$ cat src/rtl/serial_addsub.sv
// serial_addsub: multi-cycle adder/subtractor.
// Adds the operands CHUNK bits per clock, least significant chunk first.
// A registered carry links each chunk to the next, so there is no
// combinational carry path between chunks. Both sides use valid/ready
// handshakes. The block also reports carry-out, signed overflow and zero.
module serial_addsub #(
  parameter int WIDTH = 16,
  parameter int CHUNK = 4
) (
  input  logic             clk,
  input  logic             rst_n,
  input  logic             in_valid,
  output logic             in_ready,
  input  logic [WIDTH-1:0] a,
  input  logic [WIDTH-1:0] b,
  input  logic             cin,
  input  logic             sub,
  output logic             out_valid,
  input  logic             out_ready,
  output logic [WIDTH-1:0] sum,
  output logic             cout,
  output logic             ovf,
  output logic             zero
);

  // WIDTH is expected to be a whole multiple of CHUNK.
  localparam int NCHUNK = WIDTH / CHUNK;
  localparam int CW     = (NCHUNK > 1) ? $clog2(NCHUNK) : 1;
  localparam logic [CW-1:0] K_LAST = CW'(NCHUNK - 1);

  typedef enum logic [1:0] {IDLE, RUN, DONE} state_t;

  state_t           state;
  logic [WIDTH-1:0] a_sh;     // operand a, shifted right one chunk per RUN cycle
  logic [WIDTH-1:0] b_sh;     // b_eff, shifted the same way
  logic [WIDTH-1:0] res_pos;  // partial result, one chunk written per cycle
  logic             carry;    // carry into the current chunk
  logic [CW-1:0]    k;        // index of the chunk being added

  logic [WIDTH-1:0] b_eff;
  logic [CHUNK:0]   chunk_sum;
  logic [WIDTH-1:0] res_next;

  // Subtraction adds the one's complement of b. The caller supplies the +1
  // through cin.
  assign b_eff = sub ? ~b : b;

  // Add one chunk. Only the registered carry enters from the previous chunk.
  assign chunk_sum = {1'b0, a_sh[CHUNK-1:0]} + {1'b0, b_sh[CHUNK-1:0]}
                   + {{CHUNK{1'b0}}, carry};

  // Partial result with the current chunk placed at its final position.
  always_comb begin
    res_next = res_pos;
    res_next[k*CHUNK +: CHUNK] = chunk_sum[CHUNK-1:0];
  end

  // Control FSM, datapath registers and registered outputs.
  always_ff @(posedge clk or negedge rst_n) begin
    if (!rst_n) begin
      state     <= IDLE;
      a_sh      <= '0;
      b_sh      <= '0;
      res_pos   <= '0;
      carry     <= 1'b0;
      k         <= '0;
      in_ready  <= 1'b1;
      out_valid <= 1'b0;
      sum       <= '0;
      cout      <= 1'b0;
      ovf       <= 1'b0;
      zero      <= 1'b0;
    end else begin
      case (state)
        IDLE: begin
          if (in_valid) begin
            a_sh     <= a;
            b_sh     <= b_eff;
            carry    <= cin;
            k        <= '0;
            in_ready <= 1'b0;
            state    <= RUN;
          end
        end
        RUN: begin
          a_sh    <= a_sh >> CHUNK;
          b_sh    <= b_sh >> CHUNK;
          res_pos <= res_next;
          carry   <= chunk_sum[CHUNK];
          k       <= k + 1'b1;
          if (k == K_LAST) begin
            // In the last chunk, bit CHUNK-1 of the shifted operands is the
            // MSB of the original operands.
            sum       <= res_next;
            cout      <= chunk_sum[CHUNK];
            ovf       <= (a_sh[CHUNK-1] == b_sh[CHUNK-1]) &&
                         (chunk_sum[CHUNK-1] != a_sh[CHUNK-1]);
            zero      <= (res_next == '0);
            out_valid <= 1'b1;
            state     <= DONE;
          end
        end
        DONE: begin
          if (out_ready) begin
            out_valid <= 1'b0;
            in_ready  <= 1'b1;
            state     <= IDLE;
          end
        end
        default: begin
          state     <= IDLE;
          in_ready  <= 1'b1;
          out_valid <= 1'b0;
        end
      endcase
    end
  end

endmodule

$ cat config.mk
export PLATFORM = sky130hd
export DESIGN_NAME = serial_addsub
export DESIGN_NICKNAME = d
export VERILOG_FILES = /design/src/rtl/serial_addsub.sv
export SDC_FILE = /design/constraint.sdc
export NUM_CORES = 1
export LEC_CHECK = 0
export ABC_AREA = 1
export CAP_MARGIN = 40
export CORE_MARGIN = 3
export CORE_UTILIZATION = 55
export DETAILED_ROUTE_END_ITERATION = 10
export GPL_TIMING_DRIVEN = 0
export PLACE_DENSITY = 0.82
export SYNTH_ARGS = -nofsm -noshare
export SYNTH_HDL_FRONTEND = slang
export SYNTH_SLANG_ARGS = --single-unit
$ cat constraint.sdc
create_clock -name clk -period 3.8 [get_ports clk]
set_input_delay 0.76 -clock clk [delete_from_list [all_inputs] [get_ports clk]]
set_output_delay 0.76 -clock clk [all_outputs]
set_load 0.05 [all_outputs]
[After elaboration in Yosys (flattened, before gate mapping)]
Index checks and enable logic that the tools add are counted.
Word-level totals
  bits in registers: 74
  bits of input ports: 38
  output and inout port bits: 21
  word-level logic and storage cells: 58
Cells by class
  add/sub/neg operators: 4
  eq/ne operators: 8
  shift-type cells: 2
  muxes and demuxes: 20
  bitwise logic cells: 3
  reductions and logical operators: 9
Operator list (count)
  $pmux W16 S2: 2
  $mux W16: 3
  $neg A4 Y34: 1
  $shift A4 B34 Y16 const A: 1
  $shiftx A4 B34 Y16: 1
  $bwmux W16: 1
  $logic_not A16 Y1: 1
  $not A16 Y16: 1
  $reduce_and A3 Y1: 3
  $mux W2: 4
  $ne A2 B2 Y1 const B: 3
  $pmux W1 S3: 2
  $pmux W2 S3: 1
  $add A4 B4 Y5: 1
  $add A5 B1 Y5: 1
  $mux W1: 5
  $eq A2 B2 Y1 const B: 2
  $pmux W2 S2: 1
  $reduce_and A2 Y1: 2
  $add A2 B1 Y2 const B: 1
  $eq A2 B1 Y1 const B: 1
  $logic_not A2 Y1: 1
  $not A1 Y1: 2
  $pmux W1 S2: 1
  other kinds (4): 4

[Depth between registers and ports, before layout]
  depth in word-level cells: 5
  depth in mapped cells: 14
  mapped depth without buffers: 14

[Least setup slack after synthesis]
No wires, ideal clock.
  path type: flip-flop to flip-flop
  from: reg a_sh[0]
  to: reg zero
  setup time: 118 ps
  arrival: 1932 ps
  data required time: 3682 ps
  setup slack: 1750 ps
  cell stages (with the launch flop): 14
  buffers on the path: 0
  clock period less this slack: 2050 ps
  path through: dfrtp_1 -> fa_1 -> inv_1 -> fa_1 -> inv_1 -> nand2_1 -> o21ai_1 -> nor2_1 -> nand2_1 -> nor2_1 -> nand2_1 -> nor2_1 -> nand3_1 -> nand2_1
Between the ends
  word-level cells in the longest chain between the ends: 5
Ends and longest elaborated chain
  start: declaration: RTL line 34  | logic [WIDTH-1:0] a_sh;
  start signal: assignment: RTL line 86  | a_sh <= a_sh >> CHUNK;
  $add A4 B4 Y5: RTL line 49  | assign chunk_sum = {1'b0, a_sh[CHUNK-1:0]} + {1'b0, b_sh[CHUNK-1:0]}
  $add A5 B1 Y5: RTL line 50  | + {{CHUNK{1'b0}}, carry};
  $shiftx A4 B34 Y16: RTL line 55  | res_next[k*CHUNK +: CHUNK] = chunk_sum[CHUNK-1:0];
  $bwmux W16: RTL line 55
  $logic_not A16 Y1: RTL line 98  | zero <= (res_next == '0);
  end signal: assignment: RTL line 98
  end: declaration: RTL line 23  | output logic zero
No other way between the ends.
A chain may end at the register's enable or synchronous reset.

[Worst setup path after layout]
  from: reg in_ready
  to: out in_ready
RTL lines
  start: declaration: RTL line 13  | output logic in_ready,
  start signal: assignment: RTL line 67  | in_ready <= 1'b1;
  start signal: assignment: RTL line 81  | in_ready <= 1'b0;
  start signal: assignment: RTL line 106  | in_ready <= 1'b1;
No word-level cell between the ends.

==> flow_summary.toml <==
[detailed_routing]
wl_um = 7663
routed_via_density = 5.287
wire_per_inst_um = 13.35
vias = 3035
drt-initial-drc-count = 168
postRouteAntennaNets = 0
drcViolationCount = 0
firstDrtPassIters = 4

[place]
place_congestion = 0.9074
pre_cts_ws_ns = 1.459
hpwlAfterDp_um = 5669
port_buffers = 57

[timing]
slew_headroom = 0.6617
slew_viol_final = 0
finalCritPeriodShare = 0.6420
worst_slack_ns = 1.360
hold_viol_final = 0
rsz0062_at_grt = "false"
min_period_ns = 2.440
final.setup.tns_ns = 0
worst_slew_pin_slew_ns = 0.5058
finalSetupViolations = 0
fmax_mhz = 409.9
skew_ns = 0.006574

[worst_setup_path]
worst_setup_path_start_kind = "register"
critPathTopFamily = "buffers and inverters"
end_kind = "output pin"
cp.required_ns = 3.04
r2r-start = "a_sh[0]$_DFFE_PN0P_"
r2r-end = "zero$_DFFE_PN0P_"
crit_buf_inv = 1
critPathMaxFanout = 2
crit_start = "in_ready$_DFFE_PN1P_"
crit_slowest_cell = "clkdlybuf4s50_1"
crit_path_cell_trace = "clkdlybuf4s50_1"
slowest_delay_ns = 0.80
critPathKind = "register to output pin"
r2r_slack_ns = 1.45
cp.arrival_ns = 1.68
endpoint = "in_ready"
cp.depth = 1
worst-r2r-cell-count = 13

[clocking]
cts_resized = 0
clkLatencyLatePin_ns = 0.35
cts.sinks = 74
clockBufferDepth = 2
clkTransAtPathRegs_ns = 0.08
numCtsBuffers = 9
htreeDepth = 3
root_buffer = "clkbuf_8"
cts_tree = "yes"
cts_setup_buffers = 0
hold_buffers = 0

[die]
num_rows = 28
initial_core_util = 0.5885
die_area_sq_mm = 0.007608
coreArea_sq_mm = 0.006166
io_pins = 59
die_height_um = 87.23
die_w_um = 87.23

[synth]
ys_ff_latch = 74
synth_top_area_frac = 0.5034
ys_async_sr_fraction = 1.000
synth_top_cell_by_area = "dfrtp_1"
synth_top_cells_by_count = "nand2_1, dfrtp_1, inv_1, o21ai_0, nor2_1"
synthFlopType = "dfrtp_1"
netlist_area_sq_mm = 0.003628
syn_inst = 425
synth.distinct_cells = 34
synthTopCellsByArea = "dfrtp_1, nand2_1, xnor2_1"
ys_warn_count = 0
synth_fp_nets = 474
synth_area_per_cell_sq_um = 8.538
yosysMostFrequentCell = "nand2_1"
synth-edff-count = 0
ys_seq_area_frac = 0.5107

[finish]
antennaDiodeCount = 0
area_growth_pct = 24.41
nFillCells = 497
multi_input_area_sq_mm = 0.001544
seqCellArea_sq_mm = 0.001853
layout.nets = 543
drive_above_1_share = 0.09018

[grt]
grt_max_degree = 53
grt_pass1_vias = 2916
grt_overflow = 0
track_usage = 0.2241
grt_pass1_wl_um = 13120
antenna_found_initial = 0

[power]
peakVddDrop_v = 0.0005675
p_leak_nw = 2.133
power.density_mw_per_mm2 = 874.2

[status]
outcome = "finished, final reports clean"

[job]
cap_viol_max_count = 0

[hold_path]
hold_path_class = "input port to async pin"
==> layout by cell type, fill, tap and decap left out, types with 4 or more instances in the layout <==
cell type	count
nor2_1	25
inv_2	6
clkdlybuf4s50_1	56
nand3_1	21
clkbuf_8	10
dfrtp_1	73
o211ai_1	13
o21ai_1	5
a22o_1	4
o21ai_0	28
xnor2_1	17
inv_1	30
ha_1	9
buf_2	9
nand2_1	153
==> how the worst min path moves through the flow <==
stage,startpoint,to,slack [ns],depth (start not counted)
4_1_cts,rst_n,sum[3]$_DFFE_PN0P_,0.30,1
3_5_place_dp,sum[12]$_DFFE_PN0P_,sum[12]$_DFFE_PN0P_,0.46,2
2_1_floorplan,res_pos[4]$_DFFE_PN0P_,res_pos[4]$_DFFE_PN0P_,0.45,2
5_1_grt,rst_n,sum[14]$_DFFE_PN0P_,0.31,1
6_report,rst_n,sum[14]$_DFFE_PN0P_,0.30,1
3_3_place_gp,sum[4]$_DFFE_PN0P_,sum[4]$_DFFE_PN0P_,0.46,2
==> cell type report <==
type | instances | share of cell area
Buffer | 15 | 0.01912
Clock buffer | 11 | 0.03132
Sequential cell | 74 | 0.4105
Clock inverter | 5 | 0.01220
Tap cell | 75 | 0.02079
Timing Repair Buffer | 58 | 0.1319
Inverter | 38 | 0.03215
Multi-Input combinational cell | 298 | 0.3420
==> registers in the layout, summed over array words and instances, names as in the netlist <==
signal / flops
ovf: 1
res_pos: 16
carry: 1
out_valid: 1
k: 2
cout: 1
sum: 16
a_sh: 16
state: 2
b_sh: 16
in_ready: 1
zero: 1
==> report_power, final <==
| part | switching [W] | internal, W | total [W] |
|---|---|---|---|
| clock | 0.000286 | 0.000319 | 0.000605 |
| combinational | 0.00134 | 0.000702 | 0.00204 |
| sequential | 0.000185 | 0.00111 | 0.00130 |
| total | 0.00181 | 0.00213 | 0.00395 |
==> through the flow <==
step | area (sq um) | hold WS [ns] | total power, W | std cells | utilization
after floorplan | 3628 | 0.4494 | 0.002745 | 425 | -
after global placement | 4293 | 0.4621 | 0.003285 | 557 | 0.6962
after detailed placement | 4318 | 0.4646 | 0.003345 | 558 | 0.7003
after CTS | 4514 | 0.3027 | 0.003963 | 574 | 0.7321
after global routing | 4514 | 0.3058 | 0.004263 | 574 | 0.7321
final | 4514 | 0.2961 | 0.003946 | 574 | 0.7321
==> routing by layer <==
metal	share of wire	vias to the layer above	global-route usage
li1	-	1501	-
met1	0.44	1427	0.2814
met2	0.48	87	0.3671
met3	0.053	20	0.06244
met4	0.025	0	0.08926
met5	0	-	0
==> cells by family after synthesis <==
logic type / Yosys count / synth area share
and+or+nand+nor: 208 / 0.2366
DFF: 74 / 0.5107
AOI/OAI and AO/OA: 62 / 0.1059
buffers and inverters: 53 / 0.06379
xor gates and xnor gates: 17 / 0.04103
adders and majority gates: 11 / 0.04207
(Power assumes the default switching activity.)
